==> config.mk <==
export PLATFORM = sky130hd
export DESIGN_NAME = accel_rr_scheduler
export DESIGN_NICKNAME = d
export VERILOG_FILES = /design/src/rtl/accel_rr_scheduler.sv
export SDC_FILE = /design/constraint.sdc
export NUM_CORES = 1
export LEC_CHECK = 0
export CORE_ASPECT_RATIO = 0.6
export CORE_MARGIN = 5
export CORE_UTILIZATION = 40
export CTS_CLUSTER_SIZE = 30
export DETAILED_ROUTE_END_ITERATION = 10
export PLACE_DENSITY = 0.79
export SLEW_MARGIN = 20
export SYNTH_ARGS = -nofsm -noshare
export SYNTH_HDL_FRONTEND = slang
export SYNTH_SLANG_ARGS = --single-unit
==> constraint.sdc <==
create_clock -name clk -period 2.3 [get_ports clk]
set_input_delay 0.46 -clock clk [delete_from_list [all_inputs] [get_ports clk]]
set_output_delay 0.46 -clock clk [all_outputs]
set_load 0.03 [all_outputs]
==> src/rtl/accel_rr_scheduler.sv <==
`default_nettype none
// ============================================================================
//  Module      : accel_rr_scheduler
//  Description : Round-robin scheduler that time-shares one start/finish
//                style accelerator among NUM_REQ requesters. It grants one
//                requester at a time, measures the run length, optionally
//                aborts runs that exceed TIMEOUT, and reports each result
//                with a one-cycle ack/rsp_valid pulse.
//  Revision    : 1.0 - initial release
// ============================================================================
module accel_rr_scheduler #(
    parameter int NUM_REQ = 4,
    parameter int ID_W    = 2,
    parameter int CYC_W   = 32,
    parameter int TIMEOUT = 0
) (
    input  logic               clk,
    input  logic               reset,
    input  logic [NUM_REQ-1:0] req,
    output logic [NUM_REQ-1:0] ack,
    output logic               rsp_valid,
    output logic [ID_W-1:0]    rsp_id,
    output logic [31:0]        rsp_val,
    output logic [CYC_W-1:0]   rsp_cycles,
    output logic               rsp_timeout,
    output logic               acc_start,
    output logic               acc_reset,
    input  logic               acc_finish,
    input  logic [31:0]        acc_return_val,
    output logic               busy,
    output logic [1:0]         state
);

    // FSM encoding is visible on the state port for LED debug
    localparam logic [1:0] c_idle  = 2'd0;
    localparam logic [1:0] c_start = 2'd1;
    localparam logic [1:0] c_exe   = 2'd2;
    localparam logic [1:0] c_done  = 2'd3;

    // A zero TIMEOUT disables run abort entirely
    localparam logic             c_to_en     = (TIMEOUT != 0);
    localparam logic [CYC_W-1:0] c_to_last   = CYC_W'((TIMEOUT > 0) ? (TIMEOUT - 1) : 0);
    localparam logic [CYC_W-1:0] c_to_cycles = CYC_W'(TIMEOUT);
    localparam logic [CYC_W-1:0] c_cnt_max   = '1;

    logic [1:0]         r_state;
    logic [ID_W-1:0]    r_grant_id;
    logic [ID_W-1:0]    r_last_grant;
    logic [CYC_W-1:0]   r_cnt;
    logic [ID_W-1:0]    r_rsp_id;
    logic [31:0]        r_rsp_val;
    logic [CYC_W-1:0]   r_rsp_cycles;
    logic               r_rsp_timeout;
    logic               r_rsp_valid;
    logic [NUM_REQ-1:0] r_ack;
    logic               r_acc_start;

    logic               w_found;
    logic [ID_W-1:0]    w_pick;
    int                 w_idx;
    logic [CYC_W-1:0]   w_cnt_inc;
    logic [NUM_REQ-1:0] w_grant_onehot;

    // Round-robin search starting just after the last served requester,
    // so a requester that was just served is considered last
    always_comb begin
        w_found = 1'b0;
        w_pick  = '0;
        w_idx   = 0;
        for (int i = 1; i <= NUM_REQ; i++) begin
            w_idx = int'(r_last_grant) + i;
            if (w_idx >= NUM_REQ) begin
                w_idx = w_idx - NUM_REQ;
            end
            if (!w_found && req[w_idx]) begin
                w_found = 1'b1;
                w_pick  = ID_W'(w_idx);
            end
        end
    end

    // Saturating run counter increment and one-hot of the active grant
    always_comb begin
        w_cnt_inc      = (r_cnt == c_cnt_max) ? r_cnt : (r_cnt + CYC_W'(1));
        w_grant_onehot = '0;
        for (int i = 0; i < NUM_REQ; i++) begin
            w_grant_onehot[i] = (r_grant_id == ID_W'(i));
        end
    end

    // Scheduler FSM; pulse outputs are registered so each one lines up
    // exactly with the state it belongs to (acc_start in START, ack and
    // rsp_valid in DONE)
    always_ff @(posedge clk) begin
        if (reset) begin
            r_state       <= c_idle;
            r_grant_id    <= '0;
            r_last_grant  <= ID_W'(NUM_REQ - 1);
            r_cnt         <= '0;
            r_rsp_id      <= '0;
            r_rsp_val     <= '0;
            r_rsp_cycles  <= '0;
            r_rsp_timeout <= 1'b0;
            r_rsp_valid   <= 1'b0;
            r_ack         <= '0;
            r_acc_start   <= 1'b0;
        end else begin
            r_rsp_valid <= 1'b0;
            r_ack       <= '0;
            r_acc_start <= 1'b0;
            case (r_state)
                c_idle: begin
                    if (w_found) begin
                        r_grant_id  <= w_pick;
                        r_acc_start <= 1'b1;
                        r_state     <= c_start;
                    end
                end
                c_start: begin
                    r_cnt   <= '0;
                    r_state <= c_exe;
                end
                c_exe: begin
                    // Finish takes priority over a coincident timeout
                    if (acc_finish) begin
                        r_rsp_val     <= acc_return_val;
                        r_rsp_id      <= r_grant_id;
                        r_rsp_cycles  <= w_cnt_inc;
                        r_rsp_timeout <= 1'b0;
                        r_rsp_valid   <= 1'b1;
                        r_ack         <= w_grant_onehot;
                        r_state       <= c_done;
                    end else if (c_to_en && (r_cnt == c_to_last)) begin
                        r_rsp_val     <= '0;
                        r_rsp_id      <= r_grant_id;
                        r_rsp_cycles  <= c_to_cycles;
                        r_rsp_timeout <= 1'b1;
                        r_rsp_valid   <= 1'b1;
                        r_ack         <= w_grant_onehot;
                        r_state       <= c_done;
                    end else begin
                        r_cnt <= w_cnt_inc;
                    end
                end
                c_done: begin
                    r_last_grant <= r_grant_id;
                    r_state      <= c_idle;
                end
                default: begin
                    r_state <= c_idle;
                end
            endcase
        end
    end

    // A timed-out accelerator is reset during DONE so the next run starts clean
    assign acc_reset   = reset | ((r_state == c_done) & r_rsp_timeout);
    assign acc_start   = r_acc_start;
    assign ack         = r_ack;
    assign rsp_valid   = r_rsp_valid;
    assign rsp_id      = r_rsp_id;
    assign rsp_val     = r_rsp_val;
    assign rsp_cycles  = r_rsp_cycles;
    assign rsp_timeout = r_rsp_timeout;
    assign busy        = (r_state != c_idle);
    assign state       = r_state;

endmodule
`default_nettype wire

==> flow_summary.toml <==
[synth]
ys.flop_type = "dfxtp_1"
syn_nets = 673
syn_inst = 628
syn_area_mm2 = 0.00512
yosys.area.top_type = "dfxtp_1"
synth_seq_cells = 110
synth_top_area_share = 0.430
synth-seq-area-share = 0.430
synth_warnings = 0
synth-edff-count = 0
syn_avg_cell_area_um2 = 8.16
ys_async_sr_fraction = 0
synth_cell_types = 54
synth.area.top_cells = "dfxtp_1 (43%), nand2_1 (7.0%), a21oi_1 (6.4%), o21ai_0 (5.9%), a31oi_1 (3.7%)"

[placed_design]
dp_worst_setup_slack_ns = 0.0658
dp_hpwl_um = 11600
placed_area_mm2 = 0.00676
portBuffers = 114
placed_cells = 921
routabilityCongestion = 0.904

[final_layout]
final_cell_mix = "clkdlybuf4s50_1 (111), dfxtp_1 (108), nand2_1 (96)"
final_common_cell = "clkdlybuf4s50_1"
stdcell_count = 937
nNetsFinal = 807
fillers = 1128
multi_input_area_mm2 = 0.00272
drive_above_1_share = 0.134
num_antenna_cells = 0
area_growth_pct = 38.7
regArea_mm2 = 0.00221
design_area_mm2 = 0.00710

[global_routing]
overflow = 0
grt_max_degree = 47
grt_pass1_vias = 5105
antenna_found_initial = 0
grt_pass1_wl_um = 26000
grt_use_total = 0.209

[power_and_ir_drop]
p_leak_nw = 2.48
powerDensity_mw_per_mm2 = 778
ir_drop_mv = 0.494

[detailed_routing]
via_per_inst = 5.57
drtIter0Drc = 308
ant_nets = 0
first_pass_iters = 5
vias = 5219
drc = 0
drt-total-wl_um = 16200
wl_per_cell_um = 17.3

[timing]
final-setup-viol-count = 0
max_slew_margin = 0.655
rsz0062_at_grt = "yes"
hold_viol = 0
final_max_slew_viol_count = 0
period_needed_ns = 2.25
tightest_slew_ns = 0.516
hold_slack_ns = 0.457
clock_skew_ns = 0.00982
fin_tns_setup_ns = 0
finalCritPeriodShare = 0.978
fmax_mhz = 445
layout_setup_ws_ns = 0.0512

[worst_setup_path]
end_kind = "flip-flop"
required_ns = 2.59
cp_max_fo = 10
setup.worst_path.class = "flip-flop to flip-flop"
cp_data_arrival_time_ns = 2.53
start_kind = "flip-flop"

[die]
coreArea_mm2 = 0.0127
die_area_mm2 = 0.0152
dieWidth_um = 156
die_h_um = 97.7
row_count = 32
start_util = 0.404
io_pins = 116

[clock_network]
clkLatencyLatePin_ns = 0.36
cts_hold_buf = 0
h-tree-depth = 3
cts_tree = "done"
cts_root_buffer = "clkbuf_16"
cts.sink_count = 110
clockBufferDepth = 2
cts_buffers = 9
clk_pin_slew_ns = 0.08

[run_status]
outcome = "finished clean"

[flow_run]
max-cap-violations = 0

[hold_path]
hold_class = "flip-flop to flip-flop"
worst max-delay path, stage by stage, from the launching register on:
cell and delay, ns:
dfxtp_1 0.45, nand3_2 0.18, or4_4 0.66, or3_4 0.41, or3_1 0.35, a21oi_1 0.14
registers in the layout (all words and copies together) (netlist names):
register,cells
r_last_grant,2
r_grant_id,2
r_cnt,32
state,2
rsp_id,2
ack,4
rsp_valid,1
rsp_val,32
rsp_cycles,32
acc_start,1
cells by family (layout without fill, tap and decap cells):
logic type | count (synthesis) | in the layout | share of synthesized area
adder cells (fa/ha/maj) | 6 | 6 | 0.0147
AO/OA/AOI/OAI | 197 | 197 | 0.233
XOR/XNOR | 14 | 14 | 0.0239
flip-flops | 110 | 110 | 0.430
multiplexers | 3 | 3 | 0.00611
AND/OR/NAND/NOR | 235 | 235 | 0.240
other | 1 | 1 | 0.000732
buffers and inverters | 62 | 201 | 0.0513
cells in the mapped netlist (2+ instances only):
cell,number
and2_1,2
a21bo_2,2
inv_1,12
buf_1,3
o311a_1,2
nand2b_1,8
dfxtp_1,110
and4_1,8
nand3_1,22
buf_4,5
clkbuf_1,38
nor2_1,19
buf_2,3
o31a_1,2
a21oi_1,66
mux2i_1,2
o21ai_0,60
nor4_2,3
nor3_1,18
xor2_1,4
a21o_1,6
ha_1,6
nand4_1,13
or3_1,10
a41oi_1,4
nand3b_1,3
o211ai_1,4
a311oi_1,4
a31o_2,3
xnor2_1,10
a2111oi_2,3
a31oi_1,30
o311ai_0,2
nor2b_1,5
nor4_1,7
or4_1,5
and3_1,10
nand2_1,96
a211oi_1,3
repair_timing:
action | 4_1_cts | 5_1_grt
endpoints found under the setup margin | 1 | 14
endpoints found under the hold margin | 0 | 0
setup buffers | 0 | 0
resized for setup | 1 | 7
layout make-up:
class / instances / share of cell area
multi-input combinational: 456 / 0.383
sequential: 110 / 0.311
timing repair buffer: 173 / 0.228
clock buffer: 10 / 0.0352
tap: 170 / 0.0299
clock inverter: 6 / 0.00704
inverter: 12 / 0.00634
final timing paths:
path	startpoint	endpoint	slack, ns	depth (start not counted)
setup / recovery	r_cnt[12]	r_cnt[18]	0.05	5
hold / removal	rsp_val[17]	rsp_val[17]	0.46	2
setup reg to reg	r_cnt[12]	r_cnt[18]	0.05	5
hold reg to reg	rsp_val[17]	rsp_val[17]	0.46	2
stage by stage:
stage	utilization	total power, mW
floorplan	-	3.22
global placement	0.532	3.93
detailed placement	0.532	3.98
CTS	0.556	5.56
global route	0.560	5.79
finish	0.560	5.53
per-layer routing:
metal / wire, um / share of wire / track usage / up-vias
met5: 0 / 0 / 0 / -
met4: 228 / 0.014 / 0.0447 / 0
met3: 1360 / 0.084 / 0.0774 / 22
met2: 7220 / 0.45 / 0.324 / 163
met1: 7400 / 0.46 / 0.278 / 2486
li1: - / - / - / 2548
report_power, final:
part	switching, mW	leakage (nW)	internal, mW
Sequential	0.136	0.892	2.11
Combinational	1.04	1.44	0.658
Clock	0.772	0.147	0.820
No activity file was read; power rests on OpenSTA's default activity.
